## src/rtl/fetch_unit.sv

```systemverilog
// Instruction fetch unit: sequential PC generation into a small in-order
// instruction queue, with redirect flush and a delivered-instruction counter.
module fetch_unit #(
  parameter logic [31:0] RESET_PC = 32'h0000_0000,
  parameter int          QDEPTH   = 2
) (
  input  logic        clk,
  input  logic        reset_n,
  output logic [31:0] imem_addr,
  input  logic [31:0] imem_data,
  input  logic        redirect,
  input  logic [31:0] redirect_pc,
  output logic        instr_valid,
  input  logic        instr_ready,
  output logic [31:0] instr,
  output logic [31:0] instr_pc,
  output logic [31:0] fetch_count
);

  localparam int          CW       = $clog2(QDEPTH + 1);
  localparam logic [31:0] START_PC = {RESET_PC[31:2], 2'b00};

  logic [31:0]   fpc_reg;
  logic [31:0]   fetch_count_reg;
  logic [CW-1:0] count_reg;
  logic [CW-1:0] count_next;
  logic [CW-1:0] keep_count;
  logic [31:0]   word_q [QDEPTH];
  logic [31:0]   pc_q   [QDEPTH];
  logic          pop;
  logic          push;
  logic          shift;
  logic          full;

  assign instr_valid = (count_reg != '0);
  assign full        = (count_reg == CW'(QDEPTH));
  assign pop         = instr_valid & instr_ready;
  // A pop frees a slot in the same cycle, so a full queue can still accept.
  assign push        = ~redirect & (~full | pop);
  assign shift       = pop & ~redirect;
  assign keep_count  = count_reg - CW'(pop);

  always_comb begin
    count_next = keep_count + CW'(push);
    if (redirect) begin
      count_next = '0;
    end
  end

  // Entry 0 is always the head; a pop shifts the survivors down one slot.
  // Slots are left untouched when the queue drains, so the head keeps its
  // last contents while instr_valid is low.
  generate
    for (genvar gi = 0; gi < QDEPTH; gi++) begin : g_entry
      logic [31:0] word_reg;
      logic [31:0] pc_reg;
      logic [31:0] src_word;
      logic [31:0] src_pc;

      assign word_q[gi] = word_reg;
      assign pc_q[gi]   = pc_reg;

      if (gi < QDEPTH - 1) begin : g_mid
        assign src_word = word_q[gi+1];
        assign src_pc   = pc_q[gi+1];
      end else begin : g_last
        assign src_word = word_reg;
        assign src_pc   = pc_reg;
      end

      always_ff @(posedge clk or negedge reset_n) begin
        if (!reset_n) begin
          word_reg <= '0;
          pc_reg   <= '0;
        end else if (push && (keep_count == CW'(gi))) begin
          word_reg <= imem_data;
          pc_reg   <= fpc_reg;
        end else if (shift && (CW'(gi + 1) < count_reg)) begin
          word_reg <= src_word;
          pc_reg   <= src_pc;
        end
      end
    end
  endgenerate

  always_ff @(posedge clk or negedge reset_n) begin
    if (!reset_n) begin
      fpc_reg         <= START_PC;
      count_reg       <= '0;
      fetch_count_reg <= '0;
    end else begin
      count_reg       <= count_next;
      fetch_count_reg <= fetch_count_reg + 32'(pop);
      if (redirect) begin
        fpc_reg <= {redirect_pc[31:2], 2'b00};
      end else if (push) begin
        fpc_reg <= fpc_reg + 32'd4;
      end
    end
  end

  assign imem_addr   = fpc_reg;
  assign instr       = word_q[0];
  assign instr_pc    = pc_q[0];
  assign fetch_count = fetch_count_reg;

endmodule

```

## config.mk

```make
export PLATFORM = sky130hd
export DESIGN_NAME = fetch_unit
export DESIGN_NICKNAME = d
export VERILOG_FILES = /design/src/rtl/fetch_unit.sv
export SDC_FILE = /design/constraint.sdc
export NUM_CORES = 1
export LEC_CHECK = 0
export ABC_CLOCK_PERIOD_IN_PS = 2550
export BUFFER_PORTS_ARGS = -buffer_cell sky130_fd_sc_hd__buf_2
export CORE_MARGIN = 4
export CORE_UTILIZATION = 49
export DETAILED_ROUTE_END_ITERATION = 6
export GPL_TIMING_DRIVEN = 0
export PLACE_DENSITY = 0.79
export SLEW_MARGIN = 20
export SYNTH_ARGS = -nofsm -noshare
export SYNTH_HDL_FRONTEND = slang
export SYNTH_SLANG_ARGS = --single-unit
```

## constraint.sdc

```tcl
create_clock -name clk -period 2.55 [get_ports clk]
set_clock_uncertainty 0.05 [all_clocks]
set_input_delay 0.1275 -clock clk [delete_from_list [all_inputs] [get_ports clk]]
set_output_delay 0.1275 -clock clk [all_outputs]
set_load 0.05 [all_outputs]
```

After elaboration in Yosys (flattened, before gate mapping) --
Index checks and enable logic that the tools add are counted.
Word-level totals: register bits 194, bits of input ports 68
Cells by class: reductions and logical operators 7, mux-type cells 7, magnitude comparators 1, $add $sub $neg 4, bitwise logic cells 6, eq/ne operators 2
Operators with widths (number):
- $mux 32 | 6
- $add 32x1->32 | 1
- $add 32x3->32 const B | 1
- $reduce_bool 2->1 | 3
- $and 1x1->1 | 3
- $logic_and 1x1->1 | 3
- $add 2x1->2 | 1
- $eq 2x1->1 const B | 1
- $eq 2x2->1 const B | 1
- $logic_not 2->1 | 1
- $lt 1x2->1 const A | 1
- $mux 2 | 1
- $not 1->1 | 2
- $sub 2x1->2 | 1
- $or 1x1->1 | 1

Logic depth before layout (Yosys ltp) --
depth in word-level cells 6, gate-level depth with buffers 9, mapped depth without buffers 8

Worst setup path before layout --
Ideal clock, no wire load.
path kind reg-to-reg, from register count_reg[1], to register g_entry[0].pc_reg[7], in the netlist instr_pc[7], cell stages (with the launch flop) 10, required time 2.417 ns, library setup time 0.083 ns, setup slack -0.238 ns, buffers on the path 2, arrival time 2.656 ns, period minus slack after synthesis 2.788 ns, path through dfrtp_1 or2_2 and2_1 ha_1 or2_2 a211oi_2 clkbuf_1 clkbuf_1 nand2_1 o21ai_0
On the way: word-level cells in the longest chain between the ends 6, elaborated cells between the ends (all ways) 14, those cells by class add/sub (1); order compare (1); eq/ne (1); mux (1); bitwise (5); reduce/logical (5)
Ends and longest elaborated chain:
- start: declaration | RTL line 25 | logic [CW-1:0] count_reg;
- start signal: assignment | RTL line 92 | count_reg <= count_next;
- $reduce_bool 2->1 * | RTL line 35 | assign instr_valid = (count_reg != '0);
- net instr_valid | RTL line 13 | output logic instr_valid,
- $and 1x1->1 * | RTL line 37 | assign pop = instr_valid & instr_ready;
- $sub 2x1->2 / $or 1x1->1 (equally long branches) | RTL line 41, 39
- $logic_not 2->1 / $and 1x1->1 (equally long branches) | RTL line 75, 39
- $logic_and 1x1->1 | RTL line 75 | end else if (push && (keep_count == CW'(gi))) begin
- $mux 32 / $reduce_bool 2->1 (equally long branches)
- end signal: assignment | RTL line 77 | pc_reg <= fpc_reg;
- end signal: assignment | RTL line 80 | pc_reg <= src_pc;
- end: declaration | RTL line 56 | logic [31:0] pc_reg;
The timed path passes the listed nets; every way through them passes the cells marked *. A chain may end at the register's enable or synchronous reset.

Worst setup path after layout --
from register count_reg[1], to register g_entry[1].pc_reg[5]
On the way: word-level cells in the longest chain between the ends 5, elaborated cells between the ends (all ways) 9, those cells by class add/sub (1); eq/ne (2); bitwise (4); reduce/logical (2)
Ends and longest elaborated chain (RTL line):
- $reduce_bool 2->1 / $eq 2x2->1 (equally long branches) | 35, 36
- $and 1x1->1 / $not 1->1 (equally long branches) | 37, 39
- $sub 2x1->2 / $or 1x1->1 (equally long branches) | 41, 39
- $eq 2x1->1 / $and 1x1->1 (equally long branches) | 75, 39
- $logic_and 1x1->1 * | 75
- end signal: assignment | 77
- end signal: assignment | 80
- end: declaration | 56
Mark *: on every way between the ends. The rest lies on a longest branch, timed or not.

==> metrics.txt <==
Crit. End Element register; main combinational cell family by area after synthesis multiplexers; final-report hold violation count 0; most frequent cells in the layout buf_2, dfrtp_1, nand2_1, o21ai_0; r2r setup slk 0.05 ns; max cap viols 0; die extent in x 140 um; fill cell count 1299; R2R depth 8; Vias roughly 7200; area fraction in compound gates after synthesis 0.0767; worst setup path class register to register; fmax between 300 and 400 MHz; first-pass GRT wire length approximately 38 mm; vias in the first global route 7400; post-synthesis mux area share 0.155; Routed Antenna Nets 0; WL per Instance 17.8 um; # setup viols final 0; Initial Util 0.497; status completed; launch point of the worst reg-to-reg path count_reg[1]; adder-cell area share of the yosys netlist 0.00731; FF+latch area between 4000 and 5000 um2; residual DRC count 0; Root Buffer clkbuf_16; CTS tree yes; Gate Count Post-Synth approximately 760; post-DP HPWL 15.5 mm; port buffer count roughly 190; worst skew pair latency roughly 0.42 ns; clock buffer depth 2; XOR/XNOR Fraction of Synth Area 0.0440; Die Footprint 19600 um2; Clock Pin Slew Worst Setup and Hold Paths around 0.070 ns; post-layout min period roughly 2.5 ns; initial antenna violation count 0; Ys Warns 0; Data arrival, critical path roughly 2.8 ns; reg2reg end g_entry[0].src_pc[5]; # diodes 0; gr ovfl total 0; GP Congestion around 0.86; sequential area share after synthesis 0.550; DR pass1 iterations 4; largest net degree at the start of global routing 82; CTS Sinks 188; Area Growth Syn to Fin 31.7%; Die Y-Extent around 140 um; Core Area roughly 17000 um2; WP data required between 2 and 3 ns; GRT Util Overall 0.236; IO Count 197; commonest non-fill, non-tap cell in the layout buf_2; worst min-delay path class input pin to async pin; PwrDens between 1000 and 1500 nW/um2; P_leak approximately 0.0055 uW; # rows 48; Max FO, Critical Path 10; Via density between 5 and 6; hold slack between 0.1 and 0.15 ns; Slew Viols, Final 0; flops & latches, synth between 150 and 200; 1st-iter DRT viols ~310; ys flop type dfrtp_1; Synth Area in Simple Gates 0.137; Post-synth EDFFs 0; drt total wl between 20 and 25 mm; Avg Cell Area, Syn approximately 11 um2; Slew HR 0.337; htree depth 4; multi-input combinational cell area between 3000 and 4000 um2; Synth Cell Area 8560 um2; startpoint types register; layout cells sized above 1 0.311; fraction of registers with async set/reset 1.00; nets 1121; period utilization 0.981; CTS buffer count 17; post-synth cell types slightly below 50; Final Power about 13000 uW; Max IR drop VDD approximately 0.74 mV; Slew @ Worst Pin ~0.98 ns
[synthesized netlist by cell type (2+ instances only)]
cell / instances / area, um2
o21ai_1: 9 / 45.0
or3_1: 4 / 25.0
o31ai_1: 7 / 52.6
a31oi_1: 12 / 75.1
nand2_1: 98 / 368
clkbuf_1: 31 / 116
nand3_2: 3 / 30.0
ha_1: 5 / 62.6
xor2_1: 8 / 70.1
o41ai_1: 4 / 35.0
inv_1: 9 / 33.8
or2_2: 2 / 12.5
and4_1: 3 / 26.3
nand3_1: 26 / 130
and3_1: 5 / 31.3
nand4b_1: 3 / 26.3
nor4_1: 9 / 56.3
nor2_1: 23 / 86.3
buf_1: 4 / 15.0
xnor2_1: 35 / 307
nor3_1: 6 / 30.0
nand4_1: 26 / 163
a211oi_2: 2 / 25.0
or4_1: 11 / 82.6
nor2b_1: 2 / 12.5
and2_1: 3 / 18.8
o21ai_0: 67 / 335
buf_4: 4 / 30.0
mux2i_1: 63 / 631
mux2_2: 62 / 698
dfrtp_1: 188 / 4700
buf_2: 10 / 50.1
nor3b_1: 4 / 30.0
[through the flow]
| step | setup slack (ns) | utilization | cells | TNS (ns) | area (um2) |
|---|---|---|---|---|---|
| after floorplan | 0.00414 | - | 767 | 0 | 8610 |
| after global placement | -1.75 | 0.570 | 1181 | -373.98 | 9830 |
| after detailed placement | -0.625 | 0.574 | 1183 | -52.38 | 9900 |
| after CTS | 0.00981 | 0.653 | 1286 | 0 | 11200 |
| after global routing | -0.000114 | 0.654 | 1286 | -0.000114 | 11300 |
| final | 0.0489 | 0.654 | 1286 | 0 | 11300 |
[critical path, cell delays in order, from the launching register on]
cell and delay, ns:
dfrtp_2 0.42, or2_4 0.26, and2_1 0.18, ha_1 0.22, or2_2 0.33, a211oi_4 0.25
buf_6 0.16, buf_6 0.16, mux2_2 0.34
[logic make-up after synthesis]
group | Yosys count
compound gates | 111
xor+xnor | 43
fa+ha+maj | 5
flops | 188
mux | 125
buf+inv | 59
simple gates | 232
other cells | 1
[power breakdown]
group | total, uW | internal [uW] | switching [uW]
clock | 2660 | 1490 | 1170
sequential | 4740 | 4080 | 661
combinational | 5720 | 1940 | 3780
total | 13100 | 7510 | 5610
[metal layers]
metal | wire [um] | global-route usage | vias to the layer above
met5 | 0 | 0 | -
met4 | 813 | 0.104 | 0
met3 | 1200 | 0.0492 | 61
met2 | 10800 | 0.372 | 254
met1 | 10100 | 0.316 | 3543
li1 | - | - | 3297
[worst max path at each step]
stage / end / slack [ns] / start
2_1_floorplan: instr_pc[7] / 0.004 / count_reg[1]
3_3_place_gp: instr_pc[16] / -1.75 / reset_n
3_5_place_dp: instr[17] / -0.62 / count_reg[1]
4_1_cts: g_entry[0].src_pc[28] / 0.01 / count_reg[1]
5_1_grt: g_entry[0].src_pc[10] / -0.0001 / count_reg[1]
6_report: g_entry[0].src_pc[5] / 0.05 / count_reg[1]
[what timing repair did]
item                                   CTS  global route
pin swaps                                2             1
gates resized for setup                 25            10
cloned                                   0             0
setup endpoints to repair              126            72
endpoints found under the hold margin  282             0
buffers inserted                         8             0
hold buffers                            63             0
[area by class of cell]
| type | instances | area share |
|---|---|---|
| Inverter | 9 | 0.00300 |
| Multi-Input combinational cell | 520 | 0.323 |
| Buffer | 50 | 0.0282 |
| Timing Repair Buffer | 262 | 0.152 |
| Tap cell | 225 | 0.0250 |
| Clock buffer | 21 | 0.0400 |
| Sequential cell | 188 | 0.417 |
| Clock inverter | 11 | 0.0119 |
(Power assumes the default switching activity.)
